### config.mk
export PLATFORM = sky130hd
export DESIGN_NAME = fadder_pipe_top
export DESIGN_NICKNAME = d
export VERILOG_FILES = /design/src/rtl/fadder_pipe_top.sv
export SDC_FILE = /design/constraint.sdc
export NUM_CORES = 1
export LEC_CHECK = 0
export ABC_AREA = 1
export CORE_MARGIN = 2
export CORE_UTILIZATION = 35
export CTS_CLUSTER_SIZE = 40
export DETAILED_ROUTE_END_ITERATION = 8
export PLACE_DENSITY = 0.54
export SLEW_MARGIN = 20
export SYNTH_ARGS = -nofsm -noshare
export SYNTH_HDL_FRONTEND = slang
export SYNTH_SLANG_ARGS = --single-unit
### constraint.sdc
create_clock -name clk -period 4.4 [get_ports clk]
set_input_delay 1.32 -clock clk [delete_from_list [all_inputs] [get_ports clk]]
set_output_delay 1.32 -clock clk [all_outputs]
set_load 0.01 [all_outputs]
### src/rtl/fadder_pipe_top.sv
// fadder_pipe_top: pipelined add / subtract / accumulate unit with valid/ready
// flow control. A result is computed combinationally when operands are accepted
// and then travels through NUM_STAGES registers before reaching the outputs.
// The whole pipeline advances as one unit, so a stalled output freezes every stage.
module fadder_pipe_top #(
  parameter int DATA_WIDTH = 8,
  parameter int NUM_STAGES = 2,
  parameter bit SATURATE   = 1'b0
) (
  input  logic                  clk,
  input  logic                  reset,
  input  logic                  en,
  input  logic [1:0]            op,
  input  logic                  vld_in,
  output logic                  rdy_in,
  input  logic                  carry_in,
  input  logic [DATA_WIDTH-1:0] op_a,
  input  logic [DATA_WIDTH-1:0] op_b,
  output logic                  vld_out,
  input  logic                  rdy_out,
  output logic                  carry_out,
  output logic                  overflow,
  output logic [DATA_WIDTH-1:0] data_out
);

  // Result bundle layout: {overflow, carry, data}
  localparam int RW = DATA_WIDTH + 2;

  typedef enum logic [1:0] {
    OP_SUB  = 2'b00,
    OP_ADD  = 2'b01,
    OP_ACC  = 2'b10,
    OP_LOAD = 2'b11
  } op_e;

  logic                  w_advance;
  logic                  w_xfer;
  logic [RW-1:0]         w_res;
  logic [DATA_WIDTH-1:0] r_acc;

  logic                  r_vld_p   [NUM_STAGES];
  logic                  r_carry_p [NUM_STAGES];
  logic                  r_ovf_p   [NUM_STAGES];
  logic [DATA_WIDTH-1:0] r_data_p  [NUM_STAGES];

  // Subtract; the borrow is the ninth bit of the widened difference (b > a).
  // With saturation a borrow clamps the result to zero.
  function automatic logic [RW-1:0] f_sub(input logic [DATA_WIDTH-1:0] a,
                                          input logic [DATA_WIDTH-1:0] b);
    logic [DATA_WIDTH:0] d;
    d = {1'b0, a} - {1'b0, b};
    if (SATURATE && d[DATA_WIDTH])
      return {1'b1, 1'b1, {DATA_WIDTH{1'b0}}};
    return {1'b0, d};
  endfunction

  // Add with carry-in; with saturation a carry clamps the result to all ones.
  function automatic logic [RW-1:0] f_add(input logic [DATA_WIDTH-1:0] a,
                                          input logic [DATA_WIDTH-1:0] b,
                                          input logic                  ci);
    logic [DATA_WIDTH:0] s;
    s = {1'b0, a} + {1'b0, b} + {{DATA_WIDTH{1'b0}}, ci};
    if (SATURATE && s[DATA_WIDTH])
      return {1'b1, 1'b1, {DATA_WIDTH{1'b1}}};
    return {1'b0, s};
  endfunction

  // Accumulate always wraps; the carry reports the wrap.
  function automatic logic [RW-1:0] f_acc(input logic [DATA_WIDTH-1:0] acc,
                                          input logic [DATA_WIDTH-1:0] a);
    logic [DATA_WIDTH:0] s;
    s = {1'b0, acc} + {1'b0, a};
    return {1'b0, s};
  endfunction

  // The pipeline moves only when enabled and the output slot is empty or draining.
  assign w_advance = en & (~r_vld_p[NUM_STAGES-1] | rdy_out);
  assign rdy_in    = w_advance;
  assign w_xfer    = vld_in & w_advance;

  // Operation decode: result computed from the live operands and the accumulator.
  always_comb begin
    w_res = '0;
    case (op_e'(op))
      OP_SUB:  w_res = f_sub(op_a, op_b);
      OP_ADD:  w_res = f_add(op_a, op_b, carry_in);
      OP_ACC:  w_res = f_acc(r_acc, op_a);
      OP_LOAD: w_res = {2'b00, op_a};
      default: w_res = '0;
    endcase
  end

  // Accumulator: updated only by an accepted accumulate or load, so back-to-back
  // accumulates see each other's results.
  always_ff @(posedge clk or posedge reset) begin
    if (reset)
      r_acc <= '0;
    else if (w_xfer && op[1])
      r_acc <= w_res[DATA_WIDTH-1:0];
  end

  // Stage p0 captures a new result on transfer; later stages shift on every advance.
  always_ff @(posedge clk or posedge reset) begin
    if (reset) begin
      for (int k = 0; k < NUM_STAGES; k++) begin
        r_vld_p[k]   <= 1'b0;
        r_carry_p[k] <= 1'b0;
        r_ovf_p[k]   <= 1'b0;
        r_data_p[k]  <= '0;
      end
    end else if (w_advance) begin
      r_vld_p[0] <= w_xfer;
      if (w_xfer) begin
        r_ovf_p[0]   <= w_res[RW-1];
        r_carry_p[0] <= w_res[DATA_WIDTH];
        r_data_p[0]  <= w_res[DATA_WIDTH-1:0];
      end
      for (int k = 1; k < NUM_STAGES; k++) begin
        r_vld_p[k]   <= r_vld_p[k-1];
        r_carry_p[k] <= r_carry_p[k-1];
        r_ovf_p[k]   <= r_ovf_p[k-1];
        r_data_p[k]  <= r_data_p[k-1];
      end
    end
  end

  assign vld_out   = r_vld_p[NUM_STAGES-1];
  assign carry_out = r_carry_p[NUM_STAGES-1];
  assign overflow  = r_ovf_p[NUM_STAGES-1];
  assign data_out  = r_data_p[NUM_STAGES-1];

endmodule

Word-level counts from Yosys, hierarchy flattened:

Cells that the tools add are included.

* output and inout port bits: 12
* bits in registers: 30
* bits of input ports: 24

* reduce and logical (&&, ||, !) cells: 3
* mux-type cells: 1
* equality and inequality tests: 3
* add/sub/neg operators: 4
* bitwise operators: 4

Operators with widths (count)
* $pmux W10 S4: 1
* $add A8 B8 Y9: 2
* $add A9 B1 Y9: 1
* $sub A8 B8 Y9: 1
* $eq A2 B2 Y1 const B: 2
* $and A1 B1 Y1: 2
* $eq A2 B1 Y1 const B: 1
* $logic_not A2 Y1: 1
* $reduce_and A2 Y1: 1
* $logic_and A1 B1 Y1: 1
* $not A1 Y1: 1
* $or A1 B1 Y1: 1

Logic depth before layout (Yosys ltp):

* depth in word-level cells: 5
* depth in mapped cells: 18

Worst setup path after synthesis:

Ideal clock, no wire load.

* path kind: input to register
* start: in op_b[0]
* end: reg r_data_p[15] (netlist bit)
* data arrival time: 2.978 ns
* path slack: 1.306 ns
* required time: 4.284 ns
* cell stages on the path: 17
* path through: inv_1 ha_1 nand2_1 nor2_1 nand2_1 nor2_1 xor2_1 o21ai_0 ha_1 nand2_1 inv_1 a21oi_1 nand3b_1 nand3_1 nand3_1 nand2_1 nand2_1

* cells in the longest elaborated chain, start to end: 3
* elaborated cells on any way between the ends: 4
* classes of those cells: 3 x add/sub; 1 x mux

Ends and longest elaborated chain
* start, declared: line 18 `input logic [DATA_WIDTH-1:0] op_b,`
* $add A8 B8 Y9: line 62 `s = {1'b0, a} + {1'b0, b} + {{DATA_WIDTH{1'b0}}, ci};`
* $add A9 B1 Y9: line 62
* $pmux W10 S4 *: line 84 `case (op_e'(op))`
* end signal, assigned by index: line 122 `r_data_p[k] <= r_data_p[k-1];`
* end, declared: line 44 `logic [DATA_WIDTH-1:0] r_data_p [NUM_STAGES];`

Every way passes the cells marked *; elsewhere a longest branch is shown, timed or not. The select of a mux whose other input is x is not followed.
A chain may end at the register's enable or synchronous reset.

Worst setup path in the final report:

* start: in rdy_out
* end: out rdy_in

* cells in the longest elaborated chain, start to end: 2

Ends and longest elaborated chain
* start, declared: line 20 `input logic rdy_out,`
* $or A1 B1 Y1: line 77 `assign w_advance = en & (~r_vld_p[NUM_STAGES-1] | rdy_out);`
* $and A1 B1 Y1: line 77
* end, declared: line 15 `output logic rdy_in,`

Every way passes these cells.

==> run metrics <==
Finished Layout Cells 437; Final Power 0.842 mW; met3 usage in global routing 0.0292; cell taking the most area after synthesis dfrtp_1; Initial DRC Count 71; Critical Path AT 2.61 ns; synthesized area 2290 sq um; Worst setup EP type output port; Post-synth EDFFs 0; RSZ-0062 raised after global routing no; busiest grt layer met2; multi-input logic area 1340 sq um; Cells after Synth 334; worst-path fanout max 8; vias in the first global route 2055; Clock Path Buffers 2; post-DP HPWL 4390 um; CTS tree yes; # diodes 0; layout cell share with drive strength beyond 1 0.0611; Die Y 85.0 um; Nets 406; Max Fclk 254 MHz; post-route cell area 2700 sq um; first drt pass iteration count 4; Slew @ Worst Pin 0.567 ns; largest cells by area after synthesis dfrtp_1, nand2_1, ha_1; Ports 36; crit share post-route 0.894; Max-slew headroom 0.621; global-route track usage on met2 0.260; Slew Viols, Final 0; utilization after layout 0.424; antenna violations before repair 0; Netlist cell types 31; Worst Setup SP rdy_out; cts bufs inserted 3; worst setup margin 0.467 ns; Hold Violations, Final 0; DR DRC count 0; FFs w/ async S/R, synth 1.00; Congestion Overflow GR 0; gpl congestion 0.811; Fill cells 672; Core Box Area 6350 sq um; M1 GR Usage 0.222; register area share after synthesis 0.306; Cell Area, Placed 2650 sq um; top_reg_cell synth dfrtp_1; Syn-to-layout area delta 17.5%; syn nets 378; synth warn 0; total wire length 5340 um; die width 85.0 um; final setup fails 0; Layout Skew 0.00540 ns; Clock Pin Slew Worst Setup and Hold Paths 0.08 ns; worst reg2reg path startpoint r_acc[0]; via count 2071; IO Port Bufs 34; outcome finished, final reports clean; first-pass GRT wire length 9500 um; largest net degree at the start of global routing 29; Wirelength per Cell 12.2 um; Avg Cell Area, Syn 6.87 sq um; Rows 29; Hold Crit Class reg2reg; Worst setup SP type primary input; drt via density 4.74; Synth top area share 0.306; post-route ant nets 0; Tot GR Track Use 0.159; PwrDens 312 nW/um^2; TritonCTS sink count 28; FF+latch count, synth 28; Leakage 1.40 nW; postcts setup bufs 0; Clock Latency Late Sink 0.27 ns; # H-tree levels 1; post_cts resized 0; dpl ws 0.463 ns; hold wc startpoint r_data_p[13]; min cycle time layout 3.93 ns; Max Cap Violations 0; Initial Utilization 0.361; count of hold buffers inserted by post-cts repair 0; worst hold slack 0.479 ns; Placed Cells incl. Taps 434; Setup CP Type in2out; CTS root buffer clkbuf_8; Die Area 7220 sq um; Setup TNS 0 ns; Peak VDD IR 0.201 mV; register area 701 sq um; Req. time, crit path 3.08 ns
## state kept, by name, indices dropped and copies added, names as in the netlist
register	cells
data_out	8
r_acc	8
r_data_p	8
carry_out	1
r_carry_p	1
r_vld_p	1
vld_out	1
## area by class of cell
| class | count | share of cell area |
|---|---|---|
| clock buffers | 3 | 0.0153 |
| inverters | 45 | 0.0636 |
| multi-input cells | 249 | 0.496 |
| flip-flops and latches | 28 | 0.260 |
| well taps | 77 | 0.0357 |
| repair buffers | 35 | 0.129 |
## report_power, final
group	leakage [nW]	switching (mW)	total, mW	internal [mW]
clock network	0.0216	0.0723	0.134	0.0613
registers	0.350	0.0309	0.355	0.325
logic	1.03	0.194	0.353	0.159
## cells in the final DEF (no fill, tap or decap), drive strengths merged, types with 4 or more instances in the layout
cell type	count
a21oi	11
nand2	130
nand4	5
ha	17
o21ai	21
nor2	13
clkdlybuf4s50	34
inv	45
nand3	34
dfrtp	28
nand3b	4
## kinds of logic (layout without fill, tap and decap cells)
family / count (synthesis) / after routing / synth area share
AOI/OAI and AO/OA: 36 / 36 / 0.0900
xor gates and xnor gates: 3 / 3 / 0.0115
adders and majority gates: 20 / 20 / 0.119
buffers and inverters: 57 / 83 / 0.111
DFF: 28 / 28 / 0.306
other: 1 / 1 / 0.00164
and+or+nand+nor: 189 / 189 / 0.361
## path summary, 6_finish.rpt
path                                 to  slack (ns)  depth (start not counted)
max                              rdy_in        0.47                          6
min                         data_out[5]        0.48                          2
max reg2reg                r_data_p[14]        2.35                         12
min reg2reg                 data_out[5]        0.48                          2
max in group asynchronous      r_acc[4]        2.60                          2
min in group asynchronous   data_out[1]        1.42                          2
## cells in the mapped netlist (2+ instances only)
cell / instances
nand2_1: 128
buf_4: 10
nand4_1: 5
fa_1: 3
nand3_1: 33
xor2_1: 2
o21ai_0: 18
ha_1: 17
o21a_1: 2
nand3b_1: 4
dfrtp_1: 28
nor2_1: 10
a21oi_1: 11
inv_1: 39
or2_2: 2
nor2_4: 3
inv_2: 5
## layer usage
layer,share of wire,vias to the layer above,wire (um)
met3,0.026,8,138
met5,0,-,0
met1,0.50,924,2690
li1,-,1113,-
met4,0.015,0,80
met2,0.45,26,2430
## critical path, stage by stage
cell	delay (ns)
clkdlybuf4s50_1	0.45
inv_1	0.04
nand2_1	0.06
nand2_2	0.06
inv_2	0.13
clkdlybuf4s50_1	0.56
Power figures use the tool's default switching activity.
